==> src/rtl/tt_reshape_stream.sv <==
// rtl/tt_reshape_stream.sv - streaming corner-turn buffer, column beats in, row beats out
// Fills an X_WIDTH x Y_WIDTH bit matrix one slice per beat, then drains it one bit-plane per beat.
`timescale 1ns/1ps
module tt_reshape_stream #(
   parameter int X_WIDTH = 32,
   parameter int Y_WIDTH = 4
) (
   input  logic                                           i_clk,
   input  logic                                           i_reset,
   input  logic                                           i_in_valid,
   output logic                                           o_in_ready,
   input  logic [Y_WIDTH-1:0]                             i_in_data,
   output logic                                           o_out_valid,
   input  logic                                           i_out_ready,
   output logic [X_WIDTH-1:0]                             o_out_data,
   output logic [((Y_WIDTH > 1) ? $clog2(Y_WIDTH) : 1)-1:0] o_out_idx,
   output logic                                           o_out_last,
   input  logic                                           i_flush
);

   localparam int XC_W = (X_WIDTH > 1) ? $clog2(X_WIDTH) : 1;
   localparam int YC_W = (Y_WIDTH > 1) ? $clog2(Y_WIDTH) : 1;
   localparam logic [XC_W-1:0] X_LAST = XC_W'(X_WIDTH - 1);
   localparam logic [YC_W-1:0] Y_LAST = YC_W'(Y_WIDTH - 1);

   typedef enum logic {
      ST_FILL  = 1'b0,
      ST_DRAIN = 1'b1
   } state_t;

   state_t                          state_q, state_d;
   logic [XC_W-1:0]                 x_cnt_q, x_cnt_d;
   logic [YC_W-1:0]                 y_cnt_q, y_cnt_d;
   logic [Y_WIDTH-1:0][X_WIDTH-1:0] buf_q;
   logic                            wr_en;

   // Outputs decode from registered state only; inputs only steer the next state.
   always_comb begin
      state_d     = state_q;
      x_cnt_d     = x_cnt_q;
      y_cnt_d     = y_cnt_q;
      wr_en       = 1'b0;
      o_in_ready  = 1'b0;
      o_out_valid = 1'b0;
      o_out_data  = '0;
      o_out_idx   = '0;
      o_out_last  = 1'b0;

      case (state_q)
         ST_FILL: begin
            o_in_ready = 1'b1;
            if (i_in_valid && !i_flush) begin
               wr_en = 1'b1;
               if (x_cnt_q == X_LAST) begin
                  x_cnt_d = '0;
                  state_d = ST_DRAIN;
               end else begin
                  x_cnt_d = x_cnt_q + XC_W'(1);
               end
            end
         end
         ST_DRAIN: begin
            o_out_valid = 1'b1;
            o_out_data  = buf_q[y_cnt_q];
            o_out_idx   = y_cnt_q;
            o_out_last  = (y_cnt_q == Y_LAST);
            if (i_out_ready && !i_flush) begin
               if (y_cnt_q == Y_LAST) begin
                  y_cnt_d = '0;
                  state_d = ST_FILL;
               end else begin
                  y_cnt_d = y_cnt_q + YC_W'(1);
               end
            end
         end
      endcase

      // Flush aborts the block but leaves stale buffer contents in place.
      if (i_flush) begin
         state_d = ST_FILL;
         x_cnt_d = '0;
         y_cnt_d = '0;
      end
   end

   always_ff @(posedge i_clk or posedge i_reset) begin
      if (i_reset) begin
         state_q <= ST_FILL;
         x_cnt_q <= '0;
         y_cnt_q <= '0;
         buf_q   <= '0;
      end else begin
         state_q <= state_d;
         x_cnt_q <= x_cnt_d;
         y_cnt_q <= y_cnt_d;
         if (wr_en) begin
            for (int y = 0; y < Y_WIDTH; y++) begin
               buf_q[y][x_cnt_q] <= i_in_data[y];
            end
         end
      end
   end

endmodule

==> config.mk <==
export PLATFORM = sky130hd
export DESIGN_NAME = tt_reshape_stream
export DESIGN_NICKNAME = d
export VERILOG_FILES = /design/src/rtl/tt_reshape_stream.sv
export SDC_FILE = /design/constraint.sdc
export NUM_CORES = 1
export LEC_CHECK = 0
export BUFFER_PORTS_ARGS = -buffer_cell sky130_fd_sc_hd__buf_4
export CAP_MARGIN = 20
export CORE_ASPECT_RATIO = 2
export CORE_MARGIN = 3
export CORE_UTILIZATION = 54
export DETAILED_ROUTE_END_ITERATION = 16
export PLACE_DENSITY = 0.76
export SYNTH_ARGS = -nofsm -noshare
export SYNTH_HDL_FRONTEND = slang
export SYNTH_SLANG_ARGS = --single-unit
==> constraint.sdc <==
create_clock -name i_clk -period 4 [get_ports i_clk]
set_input_delay 0.2 -clock i_clk [delete_from_list [all_inputs] [get_ports i_clk]]
set_output_delay 0.2 -clock i_clk [all_outputs]
set_load 0.02 [all_outputs]
# Word-level counts from Yosys, hierarchy flattened
# Index checks and enable logic that the tools add are counted.
# classes
n_addsub,2
magnitude_cmp,3
n_eq_ne,3
muxes,29
bitwise_logic,1
n_reduce_logical,9
# op_table
operator,count
$bwmux W32,4
$bmux W32 S2,1
$mux W32,2
$mux W5,4
$mux W1,11
$mux W2,5
$lt A5 B6 Y1 const B,1
$reduce_bool A2 Y1,3
$add A5 B1 Y5 const B,1
$demux W1 S5,1
$eq A5 B5 Y1 const B,1
$ge A5 B1 Y1 const B,1
$reduce_and A2 Y1,2
$logic_and A1 B1 Y1,3
$lt A2 B3 Y1 const B,1
$add A2 B1 Y2 const B,1
$eq A2 B2 Y1 const B,1
$ne A2 B2 Y1 const B,1
$pmux W1 S2,1
$logic_not A1 Y1,1
$not A1 Y1,1
# word_totals
register_bits,136
inputBits,9
out_inout_bits,37
elab_cells,54

# Logic depth before layout (Yosys ltp)
# logic_depth
ltp_word,5
mapped_depth,6
mapped_depth_nobuf,6

# Worst setup path before layout
# No wires, ideal clock.
# synth_timing
path_type,register -> output
from,reg y_cnt_q[0]
to,out o_out_data[12]
arrival_time_ns,1.592
required_ns,3.800
path_slack_ns,2.208
stages_incl_launch_ff,5
path_buffers,2
cell_sequence,dfrtp_1 buf_2 buf_2 mux4_2 and2_1
# synth_between
elab_chain_cells,3
# synth_rtl
item,line_no,rtl
"start, declared",33,"logic [YC_W-1:0] y_cnt_q, y_cnt_d;"
"start signal, assigned",95,y_cnt_q <= y_cnt_d;
$bmux W32 S2,64,o_out_data = buf_q[y_cnt_q];
$mux W32 (implied by the code),64,
$mux W32,49,case (state_q)
"end, declared",15,"output logic [X_WIDTH-1:0] o_out_data,"
# Every way passes these cells. The select of a mux whose other input is x is not followed.

# Worst setup path after layout
# layout_timing
from,reg y_cnt_q[0]
to,out o_out_data[13]
# The elaborated chain is that of the path after synthesis.

==> metrics.cfg <==
[setup_path]
crit_chain = buf_4 > mux4_2 > and2_1 > buf_4
end_kind = output pin
worstSetupStartpointType = flop
critPathMaxStageDelay_ns = 0.60
crit_arrival_ns = 2.38
r2r-end = buf_q[25]
critPathMostFrequentCell = buf_4
r2r_start = x_cnt_q[1]
cp_slowest_cell = mux4_2
r2r_slack_ns = 2.06
reg2reg_depth = 5
crit_required_ns = 3.80
crit_fanout = 30
critPathKind = reg -> out

[sta]
setup_tns_ns = 0
finalMaxSlewViolations = 0
post-route-period-util_pct = 64.5
worstMarginPinSlew_ns = 0.679
finalCriticalPeriod_ns = 2.58
rsz0062_at_grt = false
skew_ns = 0.00767
finalHoldViolations = 0
final-setup-viol-count = 0
fmax_mhz = 388
slew_headroom_pct = 54.7
setup_ws_ns = 1.42

[routing]
drc_errors = 0
viasPerCell = 5.92
routed_wirelength_mm = 13.3
wl_per_cell_um = 20.7
first_pass_iters = 4
num_vias = 3792
antenna_left = 0
first_iter_violations = 202

[logic_synthesis]
synthTopCellsByArea = dfrtp_1 53%, mux2_2 22%, mux4_2 11%
ys_types = 29
syn_inst = 447
synth.top_cell.area_share_pct = 53.0
syn_avg_cell_area_um2 = 14.4
ys.warnings.count = 0
synth-edff-count = 0
yosys.area.top_type = dfrtp_1
synth_flop_cell = dfrtp_1
synthesis.area_mm2 = 0.00642
ys_seq_area_share_pct = 53.0
synth_nets = 462
synth-seq-cells = 136
synthArstFlopShare_pct = 100

[clock_network]
clk_pin_slew_ns = 0.06
worst_skew_pair.late_latency_ns = 0.41
root_buffer = clkbuf_16
cts.sinks = 136
htree_levels = 4
cts_buffers = 17
cts_tree = done
clk_path_buf_depth = 2
cts_resized = 0

[placed_design]
gp_congestion = 0.780
dpl.cell_count = 609
pre_cts_ws_ns = 1.79
place_area_mm2 = 0.00686
hpwlAfterDp_mm = 8.44
io_buffers = 45

[floorplan]
num_rows = 55
initial_core_util_pct = 55.9
core_mm2 = 0.0115
fp.dieArea_mm2 = 0.0133
die_h_um = 160
io_pins = 46
die_w_um = 83.1

[global_routing]
grt_start_max_net_pins = 85
grt_pass1_vias = 4345
overflow = 0
grt_pass1_wl_mm = 22.3
grt_usage_pct = 21.5
grt_antenna_before_repair = 0

[final_layout]
finalNonFillerCells = 641
syn_to_final_growth_pct = 15.8
antenna_cells = 0
nNetsFinal = 503
layout-drive-gt1-share_pct = 48.3
fin_area_mm2 = 0.00744
fin_util_pct = 64.7

[outcome]
outcome = completed

[power_and_ir_drop]
leakage_nw = 3.56
p_per_area_mw_per_mm2 = 405
vdd_ir_drop_max_uv = 331

[min_path]
min_delay_worst_endpoint = state_q
hold_path.class = in -> reg
min-delay-start = i_out_ready
whs_path_depth = 2

[run]
maxCapViolCount = 0

==> cell usage in the layout (no fill, tap or decap), types with 2 or more instances in the layout <==
cell type,n
clkbuf_16,17
o21ai_0,2
clkbuf_1,2
buf_4,50
nand2_1,20
inv_1,3
mux2_1,4
clkinvlp_4,3
clkbuf_8,2
mux2i_1,2
clkinv_2,5
ha_1,6
and2_1,35
and4bb_2,4
mux2_2,124
nand4bb_1,4
nand3_1,3
nor2_1,20
nand3b_1,3
mux4_2,32
nor3b_1,3
a21oi_1,6
dfrtp_1,135
==> where the power goes <==
| group | internal (mW) | total, mW | switching [mW] |
|---|---|---|---|
| clock | 0.873 | 1.42 | 0.546 |
| combinational | 0.0652 | 0.147 | 0.0818 |
| sequential | 1.42 | 1.45 | 0.0246 |
==> layer usage <==
| metal | wire length (µm) | track usage [%] | up-vias |
|---|---|---|---|
| met3 | 406 | 4.65 | 16 |
| met1 | 5140 | 24.5 | 2005 |
| met5 | 0 | 0 | - |
| met2 | 7460 | 38.9 | 76 |
| li1 | - | - | 1695 |
| met4 | 288 | 8.33 | 0 |
==> cell type report <==
cell class	count	area, µm²
flip-flops and latches	136	3400
clock inverters	9	77.6
repair buffers	52	413
inverters	4	17.5
fillers	836	4060
clock buffers	21	460
well taps	142	178
multi-input cells	277	2890
==> cell families after synthesis <==
kind of cell	share of synthesized area (%)
mux	34.0
flops	53.0
simple gates	8.94
buf+inv	2.07
compound gates	0.838
fa+ha+maj	1.17
==> timing repair <==
action                                 CTS  global route
endpoints found under the hold margin    0            17
hold buffers                             0             1
buffers inserted                         0             0
==> per-stage QoR <==
step	hold slack, ns	total power, mW
after floorplan	0.291	1.56
after global placement	0.426	1.61
after detailed placement	0.431	1.62
after CTS	0.00451	3.04
after global routing	0.0153	3.12
final	0.0188	3.01
==> cell usage after synthesis, types with 2 or more instances <==
cell type / n
mux2i_1: 2
mux4_2: 32
dfrtp_1: 136
o21ai_0: 2
nand2_1: 20
nand3_1: 3
clkbuf_1: 25
and4bb_2: 4
mux2_1: 4
and2_1: 35
nand3b_1: 3
a21oi_1: 6
buf_2: 4
mux2_2: 124
nand4bb_1: 4
nor3b_1: 3
nor2_1: 20
ha_1: 6
inv_1: 4
==> worst max path at each step <==
stage          startpoint             end  slack [ns]  cells after the start
2_1_floorplan     i_reset        buf_q[0]        0.16                      1
3_3_place_gp   y_cnt_q[0]  o_out_data[13]        1.80                      4
3_5_place_dp   y_cnt_q[0]  o_out_data[13]        1.79                      4
4_1_cts        y_cnt_q[0]   o_out_data[1]        1.35                      4
5_1_grt        y_cnt_q[0]  o_out_data[13]        1.26                      4
6_report       y_cnt_q[0]  o_out_data[13]        1.42                      4
==> sequential cells by signal, indices dropped and copies added (netlist names) <==
name and flops:
y_cnt_q 2, buf_q 128, x_cnt_q 5, state_q 1
==> worst max-delay path: cells and delay by family, from the launching register on <==
family / cells / cell delay [ns]
multiplexers: 1 / 0.60
AND/OR/NAND/NOR: 1 / 0.18
buffers and inverters: 2 / 0.69
flip-flops: 1 / 0.48
Power figures use the tool's default switching activity.
